===== config.mk =====
export PLATFORM = sky130hd
export DESIGN_NAME = stego_seq_ctrl_flat
export DESIGN_NICKNAME = d
export VERILOG_FILES = /design/src/rtl/stego_seq_ctrl_if.sv /design/src/rtl/stego_seq_ctrl.sv /design/src/flat_wrapper.sv
export SDC_FILE = /design/constraint.sdc
export NUM_CORES = 1
export LEC_CHECK = 0
export BUFFER_PORTS_ARGS = -buffer_cell sky130_fd_sc_hd__buf_2
export CAP_MARGIN = 20
export CELL_PAD_IN_SITES_DETAIL_PLACEMENT = 1
export CELL_PAD_IN_SITES_GLOBAL_PLACEMENT = 1
export CORE_MARGIN = 1.5
export CORE_UTILIZATION = 45
export CTS_CLUSTER_DIAMETER = 40
export DETAILED_ROUTE_END_ITERATION = 6
export HOLD_SLACK_MARGIN = 0.06
export PLACE_DENSITY = 0.86
export SLEW_MARGIN = 10
export SYNTH_ARGS = -nofsm -noshare
export SYNTH_HDL_FRONTEND = slang
export SYNTH_SLANG_ARGS = --single-unit

===== constraint.sdc =====
create_clock -name in_clk -period 10.4 [get_ports in_clk]
set_clock_uncertainty 0.15 [all_clocks]
set_input_delay 1.04 -clock in_clk [delete_from_list [all_inputs] [get_ports in_clk]]
set_output_delay 1.04 -clock in_clk [all_outputs]
set_load 0.01 [all_outputs]

===== src/rtl/stego_seq_ctrl_if.sv =====
// Handshake bundle for stego_seq_ctrl: message load, uart2sample input, bit_changer_seq link
// and sample2uart output. The controller uses the slave modport; its environment uses master.
interface stego_seq_ctrl_if #(
  parameter int BPS        = 16,
  parameter int FRAME_SIZE = 1,
  parameter int MSG_BITS   = 64
);
  localparam int FW = FRAME_SIZE * BPS;
  localparam int LW = $clog2(MSG_BITS + 1);

  logic                  in_msg_load;
  logic [MSG_BITS-1:0]   in_msg_data;
  logic [LW-1:0]         in_msg_len;
  logic                  in_sample_ready;
  logic [FW-1:0]         in_sample;
  logic                  out_bc_enable;
  logic [FW-1:0]         out_bc_frame;
  logic [FRAME_SIZE-1:0] out_bc_message;
  logic                  in_bc_ready;
  logic [FW-1:0]         in_bc_frame;
  logic [FW-1:0]         out_frame;
  logic                  out_ready;
  logic                  out_busy;
  logic                  out_done;
  logic                  out_overrun;
  logic                  out_timeout;
  logic                  out_load_rej;

  modport slave (
    input  in_msg_load, in_msg_data, in_msg_len, in_sample_ready, in_sample,
           in_bc_ready, in_bc_frame,
    output out_bc_enable, out_bc_frame, out_bc_message, out_frame, out_ready,
           out_busy, out_done, out_overrun, out_timeout, out_load_rej
  );

  modport master (
    output in_msg_load, in_msg_data, in_msg_len, in_sample_ready, in_sample,
           in_bc_ready, in_bc_frame,
    input  out_bc_enable, out_bc_frame, out_bc_message, out_frame, out_ready,
           out_busy, out_done, out_overrun, out_timeout, out_load_rej
  );
endinterface


===== src/rtl/stego_seq_ctrl.sv =====
// Steganography sequencer: embeds a loaded message FRAME_SIZE bits per sample via bit_changer_seq.
// Optional macro STEGO_SEQ_CNT_EN adds out_sample_cnt / out_embed_cnt counters.
module stego_seq_ctrl #(
  parameter int BPS        = 16,
  parameter int FRAME_SIZE = 1,
  parameter int MSG_BITS   = 64,
  parameter int TIMEOUT    = 255
) (
  input  logic in_clk,
  input  logic in_rst,
  stego_seq_ctrl_if.slave bus
`ifdef STEGO_SEQ_CNT_EN
  ,
  output logic [15:0] out_sample_cnt,
  output logic [15:0] out_embed_cnt
`endif
);
  localparam int FW = FRAME_SIZE * BPS;
  localparam int LW = $clog2(MSG_BITS + 1);
  localparam int PW = $clog2(MSG_BITS + FRAME_SIZE + 1);

  typedef enum logic [1:0] {IDLE, ARMED, BUSY, DONE} state_e;

  function automatic logic [LW-1:0] sat_len(input logic [LW-1:0] len);
    if (len > LW'(MSG_BITS)) return LW'(MSG_BITS);
    return len;
  endfunction

  function automatic logic [MSG_BITS-1:0] msg_mask(input logic [MSG_BITS-1:0] data,
                                                   input logic [LW-1:0] len);
    logic [MSG_BITS-1:0] m;
    for (int i = 0; i < MSG_BITS; i++) m[i] = data[i] && (i < int'(len));
    return m;
  endfunction

  function automatic logic [FRAME_SIZE-1:0] msg_slice(input logic [MSG_BITS-1:0] msg,
                                                      input logic [PW-1:0] ptr);
    logic [MSG_BITS-1:0] sh;
    sh = msg >> ptr;
    return sh[FRAME_SIZE-1:0];
  endfunction

  state_e                state_q, state_d, st;
  logic [MSG_BITS-1:0]   msg_q, msg_d;
  logic [LW-1:0]         len_q, len_d;
  logic [PW-1:0]         ptr_q, ptr_d, ptr_sum;
  logic                  hold_vld_q, hold_vld_d;
  logic [FW-1:0]         hold_data_q, hold_data_d;
  logic [FW-1:0]         cur_q, cur_d;
  logic [15:0]           tmo_cnt_q, tmo_cnt_d;
  logic                  bc_en_q, bc_en_d;
  logic [FW-1:0]         bc_frame_q, bc_frame_d;
  logic [FRAME_SIZE-1:0] bc_msg_q, bc_msg_d;
  logic [FW-1:0]         frame_q, frame_d;
  logic                  ready_q, ready_d;
  logic                  done_q, done_d;
  logic                  overrun_q, overrun_d;
  logic                  timeout_q, timeout_d;
  logic                  load_rej_q, load_rej_d;
  logic                  src_vld, take;
  logic [FW-1:0]         src_data;

  always_comb begin
    state_d     = state_q;
    msg_d       = msg_q;
    len_d       = len_q;
    ptr_d       = ptr_q;
    ptr_sum     = ptr_q + PW'(FRAME_SIZE);
    hold_vld_d  = hold_vld_q;
    hold_data_d = hold_data_q;
    cur_d       = cur_q;
    tmo_cnt_d   = tmo_cnt_q;
    bc_en_d     = 1'b0;
    bc_frame_d  = bc_frame_q;
    bc_msg_d    = bc_msg_q;
    frame_d     = frame_q;
    ready_d     = 1'b0;
    done_d      = done_q;
    overrun_d   = overrun_q;
    timeout_d   = timeout_q;
    load_rej_d  = 1'b0;
    take        = 1'b0;
    st          = state_q;

    // A load lands before any sample of the same cycle, so that sample sees the new message.
    if (bus.in_msg_load) begin
      if (state_q == BUSY) begin
        load_rej_d = 1'b1;
      end else begin
        len_d   = sat_len(bus.in_msg_len);
        msg_d   = msg_mask(bus.in_msg_data, len_d);
        ptr_d   = '0;
        done_d  = 1'b0;
        st      = (len_d != '0) ? ARMED : IDLE;
        state_d = st;
      end
    end

    src_vld  = hold_vld_q || bus.in_sample_ready;
    src_data = hold_vld_q ? hold_data_q : bus.in_sample;

    case (st)
      IDLE, DONE: begin
        // Passthrough waits a cycle after a previous out_ready so pulses never touch.
        if (src_vld && !ready_q) begin
          frame_d = src_data;
          ready_d = 1'b1;
          take    = 1'b1;
        end
      end
      ARMED: begin
        if (src_vld) begin
          bc_en_d    = 1'b1;
          bc_frame_d = src_data;
          bc_msg_d   = msg_slice(msg_d, ptr_d);
          cur_d      = src_data;
          tmo_cnt_d  = '0;
          state_d    = BUSY;
          take       = 1'b1;
        end
      end
      BUSY: begin
        if (bus.in_bc_ready) begin
          frame_d = bus.in_bc_frame;
          ready_d = 1'b1;
          ptr_d   = ptr_sum;
          if (ptr_sum >= PW'(len_q)) begin
            state_d = DONE;
            done_d  = 1'b1;
          end else begin
            state_d = ARMED;
          end
        end else if (tmo_cnt_q == 16'(TIMEOUT - 1)) begin
          frame_d   = cur_q;
          ready_d   = 1'b1;
          timeout_d = 1'b1;
          state_d   = ARMED;
        end else begin
          tmo_cnt_d = tmo_cnt_q + 16'd1;
        end
      end
      default: ;
    endcase

    // Draining the hold register lets a coincident new sample refill it.
    if (take && hold_vld_q) begin
      hold_vld_d  = bus.in_sample_ready;
      hold_data_d = bus.in_sample;
    end else if (!take && bus.in_sample_ready) begin
      if (hold_vld_q) begin
        overrun_d = 1'b1;
      end else begin
        hold_vld_d  = 1'b1;
        hold_data_d = bus.in_sample;
      end
    end
  end

  always_ff @(posedge in_clk) begin
    if (in_rst) begin
      state_q    <= IDLE;
      ptr_q      <= '0;
      hold_vld_q <= 1'b0;
      tmo_cnt_q  <= '0;
      bc_en_q    <= 1'b0;
      bc_frame_q <= '0;
      bc_msg_q   <= '0;
      frame_q    <= '0;
      ready_q    <= 1'b0;
      done_q     <= 1'b0;
      overrun_q  <= 1'b0;
      timeout_q  <= 1'b0;
      load_rej_q <= 1'b0;
    end else begin
      state_q    <= state_d;
      ptr_q      <= ptr_d;
      hold_vld_q <= hold_vld_d;
      tmo_cnt_q  <= tmo_cnt_d;
      bc_en_q    <= bc_en_d;
      bc_frame_q <= bc_frame_d;
      bc_msg_q   <= bc_msg_d;
      frame_q    <= frame_d;
      ready_q    <= ready_d;
      done_q     <= done_d;
      overrun_q  <= overrun_d;
      timeout_q  <= timeout_d;
      load_rej_q <= load_rej_d;
    end
  end

  always_ff @(posedge in_clk) begin
    msg_q       <= msg_d;
    len_q       <= len_d;
    hold_data_q <= hold_data_d;
    cur_q       <= cur_d;
  end

`ifdef STEGO_SEQ_CNT_EN
  logic [15:0] sample_cnt_q, sample_cnt_d, embed_cnt_q, embed_cnt_d;

  always_comb begin
    sample_cnt_d = ((bus.in_msg_load && state_q != BUSY) ? 16'd0 : sample_cnt_q)
                   + {15'd0, ready_d};
    embed_cnt_d  = embed_cnt_q + {15'd0, (state_q == BUSY) && bus.in_bc_ready};
  end

  always_ff @(posedge in_clk) begin
    if (in_rst) begin
      sample_cnt_q <= '0;
      embed_cnt_q  <= '0;
    end else begin
      sample_cnt_q <= sample_cnt_d;
      embed_cnt_q  <= embed_cnt_d;
    end
  end

  assign out_sample_cnt = sample_cnt_q;
  assign out_embed_cnt  = embed_cnt_q;
`endif

  assign bus.out_bc_enable  = bc_en_q;
  assign bus.out_bc_frame   = bc_frame_q;
  assign bus.out_bc_message = bc_msg_q;
  assign bus.out_frame      = frame_q;
  assign bus.out_ready      = ready_q;
  assign bus.out_busy       = (state_q == ARMED) || (state_q == BUSY);
  assign bus.out_done       = done_q;
  assign bus.out_overrun    = overrun_q;
  assign bus.out_timeout    = timeout_q;
  assign bus.out_load_rej   = load_rej_q;
endmodule


===== src/flat_wrapper.sv =====
// flat-port wrapper written by rule: the top's interface ports become plain ports
module stego_seq_ctrl_flat 
#(
  parameter int BPS        = 16,
  parameter int FRAME_SIZE = 1,
  parameter int MSG_BITS   = 64,
  parameter int TIMEOUT    = 255
)
  (in_clk, in_rst, bus_in_msg_load, bus_in_msg_data, bus_in_msg_len, bus_in_sample_ready, bus_in_sample, bus_in_bc_ready, bus_in_bc_frame, bus_out_bc_enable, bus_out_bc_frame, bus_out_bc_message, bus_out_frame, bus_out_ready, bus_out_busy, bus_out_done, bus_out_overrun, bus_out_timeout, bus_out_load_rej);
  stego_seq_ctrl_if #(.BPS(BPS), .FRAME_SIZE(FRAME_SIZE), .MSG_BITS(MSG_BITS)) bus_i ();
  input  logic in_clk;
  input  logic in_rst;
  input wire logic [$bits(bus_i.in_msg_load)-1:0] bus_in_msg_load;
  input wire logic [$bits(bus_i.in_msg_data)-1:0] bus_in_msg_data;
  input wire logic [$bits(bus_i.in_msg_len)-1:0] bus_in_msg_len;
  input wire logic [$bits(bus_i.in_sample_ready)-1:0] bus_in_sample_ready;
  input wire logic [$bits(bus_i.in_sample)-1:0] bus_in_sample;
  input wire logic [$bits(bus_i.in_bc_ready)-1:0] bus_in_bc_ready;
  input wire logic [$bits(bus_i.in_bc_frame)-1:0] bus_in_bc_frame;
  output wire logic [$bits(bus_i.out_bc_enable)-1:0] bus_out_bc_enable;
  output wire logic [$bits(bus_i.out_bc_frame)-1:0] bus_out_bc_frame;
  output wire logic [$bits(bus_i.out_bc_message)-1:0] bus_out_bc_message;
  output wire logic [$bits(bus_i.out_frame)-1:0] bus_out_frame;
  output wire logic [$bits(bus_i.out_ready)-1:0] bus_out_ready;
  output wire logic [$bits(bus_i.out_busy)-1:0] bus_out_busy;
  output wire logic [$bits(bus_i.out_done)-1:0] bus_out_done;
  output wire logic [$bits(bus_i.out_overrun)-1:0] bus_out_overrun;
  output wire logic [$bits(bus_i.out_timeout)-1:0] bus_out_timeout;
  output wire logic [$bits(bus_i.out_load_rej)-1:0] bus_out_load_rej;
  assign bus_i.in_msg_load = bus_in_msg_load;
  assign bus_i.in_msg_data = bus_in_msg_data;
  assign bus_i.in_msg_len = bus_in_msg_len;
  assign bus_i.in_sample_ready = bus_in_sample_ready;
  assign bus_i.in_sample = bus_in_sample;
  assign bus_i.in_bc_ready = bus_in_bc_ready;
  assign bus_i.in_bc_frame = bus_in_bc_frame;
  assign bus_out_bc_enable = bus_i.out_bc_enable;
  assign bus_out_bc_frame = bus_i.out_bc_frame;
  assign bus_out_bc_message = bus_i.out_bc_message;
  assign bus_out_frame = bus_i.out_frame;
  assign bus_out_ready = bus_i.out_ready;
  assign bus_out_busy = bus_i.out_busy;
  assign bus_out_done = bus_i.out_done;
  assign bus_out_overrun = bus_i.out_overrun;
  assign bus_out_timeout = bus_i.out_timeout;
  assign bus_out_load_rej = bus_i.out_load_rej;
  stego_seq_ctrl #(.BPS(BPS), .FRAME_SIZE(FRAME_SIZE), .MSG_BITS(MSG_BITS), .TIMEOUT(TIMEOUT)) u_core (.in_clk(in_clk), .in_rst(in_rst), .bus(bus_i));
endmodule

After elaboration in Yosys (flattened, before gate mapping)
Cells that the tools add are included.
{ "classes": {"bitwise": 5, "reduce_logical": 85, "muxes": 46, "n_lt_le_gt_ge": 66, "n_eq_ne": 11, "shift": 1, "add_sub_neg": 2} }
{ "op_table": {"columns": ["cell", "n"], "rows": [
  ["$lt 6x7->1 const A", 32],
  ["$mux 16", 9],
  ["$mux 64", 2],
  ["$lt 5x7->1 const A", 16],
  ["$logic_and 1x1->1", 67],
  ["$pmux 16 s2", 2],
  ["$shr 64x7->1", 1],
  ["$lt 4x7->1 const A", 8],
  ["$mux 7", 8],
  ["$lt 3x7->1 const A", 4],
  ["$add 16x1->16 const B", 1],
  ["$eq 16x8->1 const B", 1],
  ["$mux 1", 16],
  ["$lt 1x7->1 const A", 2],
  ["$lt 2x7->1 const A", 2],
  ["$mux 2", 6],
  ["$reduce_and 3->1", 3],
  ["$add 7x1->7 const B", 1],
  ["$ge 7x7->1", 1],
  ["$gt 7x7->1 const B", 1],
  ["$reduce_bool 7->1", 1],
  ["$eq 2x2->1 const B", 3],
  ["$reduce_bool 2->1", 3],
  ["$reduce_or 2->1", 3],
  ["other kinds (12)", 23]
]} }
{ "word_totals": {"ff_bits": 168, "output_inout_bits": 40, "in_bits": 108, "elab_cells": 233} }

Depth between registers and ports, before layout
Gate-level depths: netlist of run 1.
{ "depth": {"depth_word": 18, "ltp_mapped": 16, "ltp_nobuf": 13} }

Worst setup path before layout of run 1
No wires, ideal clock.
{ "synth_timing": {"path_type": "input to register", "from": "input port bus_in_msg_len[6]", "to": "register u_core.hold_data_q[0], enable pin", "n_path_buf": 3, "setup_slack_ns": 6.055, "setup_time_ns": 0.364, "required_time_ns": 9.886, "arrival_ns": 3.831, "path_stages": 12, "cell_sequence": "buf_6 > or4_1 > clkbuf_1 > or3_1 > o21ai_1 > ha_1 > nor2b_1 > o21ai_0 > inv_1 > nand2_1 > clkbuf_1 > nand2_1"} }
{ "synth_via": {"elab_chain_cells": 17, "word_cells_on_any_way": 20, "classes_between": "order compare: 1; eq/ne: 2; mux: 10; reduce/logical: 7"} }
{ "synth_rtl": {"columns": ["element", "line_no", "text"], "rows": [
  ["from (decl)", "flat_wrapper.sv:15", "input wire logic [$bits(bus_i.in_msg_len)-1:0] bus_in_msg_len;"],
  ["$gt 7x7->1", "stego_seq_ctrl.sv:25", "if (len > LW'(MSG_BITS)) return LW'(MSG_BITS);"],
  ["$mux 1", "stego_seq_ctrl.sv:25", null],
  ["$mux 1", "stego_seq_ctrl.sv:87", "if (state_q == BUSY) begin"],
  ["$mux 1", "stego_seq_ctrl.sv:86", "if (bus.in_msg_load) begin"],
  ["$mux 7 *", "stego_seq_ctrl.sv:26", "return len;"],
  ["$mux 7 *", "stego_seq_ctrl.sv:87", null],
  ["$mux 7 *", "stego_seq_ctrl.sv:86", null],
  ["$reduce_bool 7->1 *", "stego_seq_ctrl.sv:94", "st = (len_d != '0) ? ARMED : IDLE;"],
  ["$mux 1 *", "stego_seq_ctrl.sv:94", null],
  ["$mux 2 *", "stego_seq_ctrl.sv:87", null],
  ["$mux 2 *", "stego_seq_ctrl.sv:86", null],
  ["$eq 2x2->1 / $logic_not 2->1 (equally long branches)", "stego_seq_ctrl.sv:102", "case (st)"],
  ["$reduce_or 2->1", "stego_seq_ctrl.sv:102", null],
  ["$pmux 1 s2 *", "stego_seq_ctrl.sv:102", null],
  ["$logic_not 1->1", "stego_seq_ctrl.sv:149", "end else if (!take && bus.in_sample_ready) begin"],
  ["$logic_and 1x1->1", "stego_seq_ctrl.sv:149", null],
  ["$reduce_bool 2->1 (no line) *", null, null],
  ["to (signal assigned)", "stego_seq_ctrl.sv:194", "hold_data_q <= hold_data_d;"],
  ["to (decl)", "stego_seq_ctrl.sv:48", "logic [FW-1:0] hold_data_q, hold_data_d;"]
]} }
Mark *: on every way between the ends. The rest lies on a longest branch, timed or not. The select of a mux whose other input is x is not followed.
A chain may end at the register's enable or synchronous reset.

Worst setup path in the final report of run 1
{ "layout_timing": {"from": "input port bus_in_msg_len[6]", "to": "register u_core.hold_data_q[14], enable pin"} }
The elaborated chain is that of the path after synthesis.

==> flow_summary.ini, run 1 <==
[grt]
grt_overflow = 0
grt_pass1_vias = 7392
grt_max_degree = 70
grt_pass1_wl_um = 39400
antenna_found_initial = 0
grtUsageTotal_pct = 27.6

[min_path]
min_to = u_core.msg_q[12]$_DFF_P_
hold_class = reg2reg
hold_depth = 2
worstHoldStart = u_core.msg_q[12]$_DFF_P_

[floorplan]
io_pins = 148
die_area_um2 = 18800
core_um2 = 17400
start_util_pct = 46.5
rows = 48
die_w_um = 137
die_height_um = 137

[cts]
clockRootBuffer = clkbuf_16
clk_path_buf_depth = 2
insertion_delay_ns = 0.44
path_clk_slew_ns = 0.07
cts_made_buffers = 17
cts_tree = yes
postCtsSetupBuffers = 0
cts.sink_count = 168
postCtsHoldBufs = 0
cts_max_level = 4
cts_resized = 0

[timing]
setup_viol = 0
finalCriticalPeriod_ns = 5.59
rsz0062_at_grt = no
drv_slew = 0
tightest_slew_ns = 1.04
tns_ns = 0
maxSlewHeadroom_pct = 30.2
hold_viol_final = 0
fmaxAchievable_ghz = 0.179
period_share_pct = 53.8

[placement]
place_congestion = 0.840
io_buffers = 147
hpwlAfterDp_um = 17200

[logic_synthesis]
synth_cell_types = 67
synth_ff_type = dfxtp_1
yosysWarnings = 0
synth_mux_area_share_pct = 6.92
avgSynthCellArea_um2 = 8.91
ys_seq_area_share_pct = 46.4
yosys-top-cells-count = nand2_1, dfxtp_1, nor2_1
synth_edf_count = 39
synth_top_cell_area_share_pct = 31.9
synthSimpleGateAreaFrac_pct = 18.1
mappedNetlistArea_um2 = 8100
synthTopCellsByArea = dfxtp_1, edfxtp_1, nand2_1, mux2i_1, nor2_1
synth-xor-area-share_pct = 1.73
synth-seq-cells = 168
async_reset_ff_share_pct = 0
synth-compound-area-share_pct = 19.7
yosysTopAreaCell = dfxtp_1
synth_nets = 1030
yosysMostFrequentCell = nand2_1
postSynthCellCount = 909
synth_fa_ha_area_share_pct = 2.01
synth_top_family_by_area = compound AO/OA/AOI/OAI gates

[routing]
drtIter0Drc = 468
dr.pass1.iters = 5
postRouteAntennaNets = 0
vias = 7386
routed_wl_um = 25400
post_drt_wl_per_cell_um = 20.2
via_per_inst = 5.87
drc = 0

[setup_path]
crit_path_start_kind = input port
reg2reg_to = u_core.hold_data_q[14]$_DFFE_PP_
worstPathArrival_ns = 5.45
worstReg2RegStart = u_core.state_q[0]$_SDFF_PP0_
crit_fanout = 51
crit_type = in2reg
ff2ff_path_depth = 12
crit_required_ns = 10.25
rrSetupSlack_ns = 5.65
worstSetupEndpointType = flop

[finish]
fin_util_pct = 54.9
drive_gt1_share_pct = 19.9
antenna_cells = 0
fin_nets = 1141
flow.area_growth_from_synthesis_pct = 18.2
fillers = 2084

[power]
finalPower_mw = 1.89
powerDensity_nw_per_um2 = 197
leakage_nw = 3.87
max-vdd-ir-drop_uv = 140

[run]
cap_violations = 0

[status]
outcome = finished, final reports clean
## critical path: stages
cell	delay, ns
buf_2	0.29
or4_1	0.86
or3_1	0.47
o21ai_1	0.18
ha_1	0.19
buf_4	0.40
inv_1	0.15
o21ai_0	0.23
inv_1	0.09
nand2_1	0.78
nand2_1	0.73
## how the worst max path moves through the flow
| stage | startpoint | endpoint | slack [ns] | cells after the start |
|---|---|---|---|---|
| floorplan | bus_in_msg_len[6] | u_core.hold_data_q[0]$_DFFE_PP_ | 6.05 | 12 |
| global placement | bus_in_msg_len[6] | u_core.hold_data_q[5]$_DFFE_PP_ | 4.61 | 11 |
| detailed placement | bus_in_msg_len[6] | u_core.hold_data_q[5]$_DFFE_PP_ | 4.46 | 11 |
| CTS | bus_in_msg_len[6] | u_core.hold_data_q[4]$_DFFE_PP_ | 4.88 | 11 |
| global route | bus_in_msg_len[6] | u_core.hold_data_q[4]$_DFFE_PP_ | 4.43 | 11 |
| finish | bus_in_msg_len[6] | u_core.hold_data_q[14]$_DFFE_PP_ | 4.81 | 11 |
## kinds of logic (layout without fill, tap and decap cells)
group           after synthesis  in the layout
compound gates              238            238
mux                          47             47
buf+inv                     108            232
simple gates                319            319
xor+xnor                     16             16
fa+ha+maj                    13             13
flops                       168            168
## final cells by class
cell class                 instances  area (um^2)  share of cell area (%)
timing repair buffer             158          838                    8.76
sequential                       168         3750                    39.2
inverter                          42          158                    1.65
tap                              225          282                    2.94
clock inverter                    11          148                    1.54
multi-input combinational        633         3930                    41.1
clock buffer                      21          460                    4.81
## per-stage QoR
| stage | worst slack, ns | instance area, um^2 | cells | hold slack [ns] |
|---|---|---|---|---|
| finish | 4.81 | 9570 | 1258 | 0.288 |
| detailed placement | 4.46 | 8920 | 1224 | 0.283 |
| global placement | 4.61 | 8920 | 1224 | 0.269 |
| global route | 4.43 | 9570 | 1258 | 0.311 |
| floorplan | 6.05 | 8100 | 909 | 0.257 |
| CTS | 4.88 | 9530 | 1256 | 0.293 |
## flip-flops by register name, indices dropped and copies added (netlist names)
name	flops
u_core.bus.out_bc_message	1
u_core.bus.out_frame	16
u_core.bus.out_overrun	1
u_core.bus.out_done	1
u_core.tmo_cnt_q	16
u_core.msg_q	64
u_core.bus.out_timeout	1
u_core.ptr_q	7
u_core.state_q	2
u_core.hold_data_q	16
u_core.bus.out_ready	1
u_core.hold_vld_q	1
u_core.len_q	7
u_core.cur_q	16
u_core.bus.out_bc_frame	16
u_core.bus.out_bc_enable	1
u_core.bus.out_load_rej	1
## cell usage in the layout, fill, tap and decap left out, types with 3 or more instances in the layout
cell          n
inv_1        40
nor2b_1       8
buf_4        10
nand2b_1      9
clkinvlp_4    4
a22o_1        5
o21ai_0      56
clkbuf_16    17
nor3_1       14
o2111ai_1     9
dfxtp_1     129
o211ai_1     20
nand2_1     132
buf_2       147
a31oi_1       7
a211oi_1     25
nor2_1       83
mux2i_1      38
ha_1         13
or3_1         6
o21ai_1       3
edfxtp_1     39
mux4_2        7
a22oi_1       3
xor2_1        7
o21a_1        4
a32o_1       23
a21o_1        5
nor4_1        4
bufinv_16     3
nand3_1      30
nand4_1       5
nand4b_1      3
a21oi_1      57
and3_1        6
xnor2_1       9
## routing by layer
| layer | GRT usage [%] | share of wire [%] | wire, um |
|---|---|---|---|
| met5 | 0 | 0 | 0 |
| met1 | 35.5 | 44 | 11100 |
| met3 | 4.96 | 4.9 | 1250 |
| met2 | 46.5 | 49 | 12500 |
| met4 | 10.2 | 2.3 | 580 |
## power breakdown
group          switching (mW)  internal, mW
clock network           0.273         0.391
logic                   0.250         0.148
registers              0.0471         0.779
total                   0.570          1.32
No activity file was read; power rests on OpenSTA's default activity.
==> run 2, diff against run 1 <==
CORE_UTILIZATION = 38   (was 45)
PLACE_DENSITY = 0.77   (was 0.86)
clock period = 4.9 ns   (was 10.4 ns; I/O delays follow)
==> run 2 against run 1 <==
Utilization fell by 9.1 points. Non-clock buffer count rose by 4. Total power rose by 100%. Setup slack got worse by 3.7 ns. Wire length fell by 3.6%. Combinational power rose by 110%. Sequential power rose by 110%. Die area rose by 18%. Global-route usage fell by 5.3 points. Via count fell by 3.0%. First-iteration DRC count fell by 25%.
==> flow_summary.ini, run 2 (same netlist as run 1, synthesis figures left out) <==
[status]
outcome = finished, final reports clean

[placement]
io_buffers = 147
place_congestion = 0.803
hpwlAfterDp_um = 17400
dp.cells = 1279

[setup_path]
crit_fanout = 28
crit_path_start_kind = input port
crit_type = in2reg
worstPathArrival_ns = 3.95
crit_required_ns = 5.07
worstSetupEndpointType = flop

[finish]
antenna_cells = 0
fin_nets = 1145
drive_gt1_share_pct = 20.4
multi_input_area_um2 = 3930
fin_util_pct = 45.8
fillers = 2521
final_common_cell = buf_2
largest_register_ffs = 64
ff_latch_area_um2 = 3750
final_cell_mix = buf_2, nand2_1, dfxtp_1, nor2_1, a21oi_1
flow.area_growth_from_synthesis_pct = 18.5
stdcell_count = 1312
regMostFlops = u_core.msg_q

[grt]
antenna_found_initial = 0
grt_max_degree = 68
grt_overflow = 0
grt_pass1_vias = 7282
grtUsageTotal_pct = 22.4
grt_pass1_wl_um = 38700

[power]
p_int_mw = 2.64
max-vdd-ir-drop_uv = 264
leakage_nw = 3.87
sw_frac_of_total_pct = 31.9
power.switching_mw = 1.23
powerDensity_nw_per_um2 = 403
pwr-share-clk_pct = 33.6
p_seq_share_pct = 45.1
comb_power_share_pct = 21.4

[routing]
routed_wl_um = 24500
postRouteAntennaNets = 0
vias = 7166
via_per_inst = 5.46
post_drt_wl_per_cell_um = 18.7
drtIter0Drc = 353
dr.pass1.iters = 4
drc = 0

[floorplan]
rows = 53
core_um2 = 21000
die_height_um = 149
io_pins = 148
die_area_um2 = 22200
start_util_pct = 38.6
die_w_um = 149

[cts]
cts_resized = 0
cts_made_buffers = 17
path_clk_slew_ns = 0.07
postCtsSetupBuffers = 0
clk_path_buf_depth = 2
cts_max_level = 4
clockRootBuffer = clkbuf_16
cts.sink_count = 168
insertion_delay_ns = 0.44
postCtsHoldBufs = 0
cts_tree = yes

[timing]
tns_ns = 0
period_share_pct = 77.2
maxSlewHeadroom_pct = 23.9
finalCriticalPeriod_ns = 3.78
fmaxAchievable_ghz = 0.264
rsz0062_at_grt = no
hold_viol_final = 0
setup_viol = 0
drv_slew = 0
tightest_slew_ns = 1.13

[min_path]
hold_class = in2reg

[run]
cap_violations = 0
## run 2: cell types whose count changed in the layout (fill, tap and decap cells not counted), sizes merged
cell | previous run | this run
buf | 158 | 162
bufinv | 3 | 0
clkbuf | 21 | 17
clkinv | 4 | 6
clkinvlp | 4 | 2
inv | 42 | 49
## run 2: path summary, 6_finish.rpt
check	to	startpoint	depth (start not counted)	slack, ns
worst max-delay path	u_core.tmo_cnt_q[10]$_SDFFE_PP0P_	bus_in_msg_len[3]	12	1.12
worst min-delay path	u_core.msg_q[15]$_DFF_P_	bus_in_msg_data[15]	2	0.11
worst max register to register	u_core.tmo_cnt_q[10]$_SDFFE_PP0P_	u_core.state_q[0]$_SDFF_PP0_	12	1.12
worst min register to register	u_core.msg_q[56]$_DFF_P_	u_core.msg_q[56]$_DFF_P_	2	0.29
## run 2: power groups by stage
stage / Sequential (mW) / Combinational [mW] / Clock [mW]
after floorplan: 1.78 / 0.514 / 0
after detailed placement: 1.77 / 0.824 / 0
final: 1.74 / 0.827 / 1.30
after global routing: 1.77 / 0.918 / 1.37
after global placement: 1.76 / 0.798 / 0
after CTS: 1.74 / 0.831 / 1.32
## run 2: final cells by class
type / instances / area share (%)
multi-input combinational: 633 / 41.0
sequential: 168 / 39.1
timing repair buffer: 162 / 8.84
clock buffer: 17 / 4.43
tap: 275 / 3.59
inverter: 42 / 1.64
clock inverter: 15 / 1.41
## run 2: critical path: stages
cell	delay, ns
buf_2	0.18
or4_1	0.55
buf_4	0.22
or3_1	0.36
o21ai_1	0.19
ha_2	0.51
buf_4	0.37
o21a_1	0.18
o2111ai_1	0.27
or3_1	0.41
xnor2_1	0.15
nor2_1	0.05
## run 2: stage by stage
| stage | hold slack, ns | power [mW] | cell area [um^2] | setup slack, ns |
|---|---|---|---|---|
| finish | 0.111 | 3.87 | 9600 | 1.12 |
| global placement | 0.275 | 2.56 | 9030 | 0.709 |
| floorplan | 0.257 | 2.29 | 8100 | 1.10 |
| detailed placement | 0.281 | 2.60 | 9030 | 0.646 |
| CTS | 0.0992 | 3.89 | 9590 | 1.06 |
| global route | 0.115 | 4.05 | 9600 | 0.786 |
## run 2: per-layer routing
metal,GRT usage (%),wire length (um),up-vias
li1,-,-,3499
met1,28.8,10900,3493
met2,38.0,12100,148
met3,4.25,1100,26
met4,6.63,390,0
met5,0,0,-
==> run 3, diff against run 2 <==
CORE_UTILIZATION = 42   (was 38)
PLACE_DENSITY = 0.81   (was 0.77)
clock period = 3.6 ns   (was 4.9 ns; I/O delays follow)
==> run 3 against run 2 <==
Clock power grew 37%. Worst hold slack got worse by 0.034 ns. Non-clock buffer count is 65 higher. Critical path depth increased by 1. Critical path type is now reg2reg. Setup slack lost 0.63 ns.
==> flow_summary.ini, run 3 (same netlist as run 1, synthesis figures left out) <==
[timing]
setup_viol = 0
tightest_slew_ns = 0.886
rsz0062_at_grt = no
tns_ns = 0
period_share_pct = 86.5
fmaxAchievable_ghz = 0.321
hold_viol_final = 0
maxSlewHeadroom_pct = 40.9
drv_slew = 0
timing.hold.ws_ns = 0.0767
finalCriticalPeriod_ns = 3.11

[grt]
grt_pass1_vias = 8026
grt_pass1_wl_um = 43000
grt_overflow = 0
antenna_found_initial = 0
grtUsageTotal_pct = 27.4
grt_max_degree = 96

[setup_path]
crit_fanout = 8
cp_num_buf_inv = 2
path_cells = inv_1 > ha_1 > nand2b_4 > or3_1 > o21ai_1 > inv_1 > ha_1 > nand2_1 > o21a_1 > o2111ai_1 > or3_1 > xnor2_1 > nor2_1
cpLargestDelayFamily = simple AND/OR/NAND/NOR gates
crit_type = reg2reg
crit_required_ns = 3.76
cp_slowest_cell = or3_1
crit_path_start_kind = flop
worstSetupEndpointType = flop
worstPathArrival_ns = 3.27
worst_path_largest_cell_delay_ns = 0.42

[placement]
dpl-instance-area_um2 = 9130
place_congestion = 0.809
hpwlAfterDp_um = 17500
io_buffers = 147

[routing]
dr_wl_met3_um = 1330
post_drt_wl_per_cell_um = 19.8
drtIter0Drc = 377
vias = 7712
via_per_inst = 5.66
top_layer = met4
met1_length_um = 11700
postRouteAntennaNets = 0
dr.pass1.iters = 5
routed_wl_um = 27000
route.met2.wl_um = 13500
drc = 0

[floorplan]
core_um2 = 18800
io_pins = 148
die_height_um = 142
start_util_pct = 43.0
die_w_um = 142
rows = 50
die_area_um2 = 20100

[cts]
cts_max_level = 4
cts_resized = 0
path_clk_slew_ns = 0.07
postCtsHoldBufs = 51
insertion_delay_ns = 0.43
clockRootBuffer = clkbuf_16
cts.sink_count = 168
cts_tree = yes
clk_path_buf_depth = 2
cts_made_buffers = 17
postCtsSetupBuffers = 0

[power]
leakage_nw = 4.17
finalPower_mw = 5.39
max-vdd-ir-drop_uv = 331
powerDensity_nw_per_um2 = 527

[min_path]
hold_class = in2reg

[finish]
final_common_cell = buf_2
final_cell_area_um2 = 10200
fin_util_pct = 54.3
flow.area_growth_from_synthesis_pct = 26.3
fin_nets = 1210
antenna_cells = 0
regMostFlops = u_core.msg_q
largest_register_ffs = 64
final_cell_mix = buf_2, nand2_1, dfxtp_1, nor2_1, a21oi_1
drive_gt1_share_pct = 20.5

[status]
outcome = finished, final reports clean

[run]
cap_violations = 0
[run 3: changes by cell type in the layout (fill, tap and decap cells not counted)]
cell,delta
ha_2,-1
buf_4,+11
buf_12,+2
clkinv_2,+2
inv_6,+2
clkinv_1,-1
nand2_2,+1
ha_1,+1
dlygate4sd3_1,+52
inv_8,-3
clkinv_8,-1
bufinv_16,+1
nand2_1,-1
[run 3: final timing paths]
kind | startpoint | to | slack (ns) | cells after the start
setup / recovery | u_core.state_q[0]$_SDFF_PP0_ | u_core.tmo_cnt_q[10]$_SDFFE_PP0P_ | 0.49 | 13
hold / removal | bus_in_msg_data[12] | u_core.msg_q[12]$_DFF_P_ | 0.08 | 3
setup reg to reg | u_core.state_q[0]$_SDFF_PP0_ | u_core.tmo_cnt_q[10]$_SDFFE_PP0P_ | 0.49 | 13
hold reg to reg | u_core.msg_q[10]$_DFF_P_ | u_core.msg_q[10]$_DFF_P_ | 0.29 | 2
[run 3: worst register-to-register path, stage by stage, from the launching register on]
cell and delay, ns:
dfxtp_1 0.34, inv_1 0.05, ha_1 0.21, nand2b_4 0.18, or3_1 0.42, o21ai_1 0.20, inv_1 0.08, ha_1 0.30
nand2_1 0.11, o21a_1 0.12, o2111ai_1 0.21, or3_1 0.38, xnor2_1 0.19, nor2_1 0.07
[run 3: final cells by class]
cell class              instances  area, um^2
inverters                      42         158
repair buffers                227        1490
flip-flops and latches        168        3750
fillers                      2212        8610
multi-input cells             633        3930
clock buffers                  17         425
well taps                     260         325
clock inverters                15         139
[run 3: power by group]
part | leakage (nW) | total [mW] | switching [mW] | internal [mW]
Clock | 0.277 | 1.78 | 0.818 | 0.966
Combinational | 2.45 | 1.23 | 0.736 | 0.490
Sequential | 1.44 | 2.38 | 0.129 | 2.25
Total | 4.17 | 5.39 | 1.68 | 3.71
[run 3: metal layers]
layer	track usage, %	vias up
li1	-	3629
met1	34.2	3800
met2	47.8	241
met3	5.70	42
met4	7.60	0
met5	0	-
[run 3: per-stage QoR]
step / worst slack, ns / std cells
global route: 0.264 / 1362
CTS: 0.415 / 1360
finish: 0.486 / 1362
global placement: 0.328 / 1277
detailed placement: 0.244 / 1277
floorplan: 0.00208 / 909
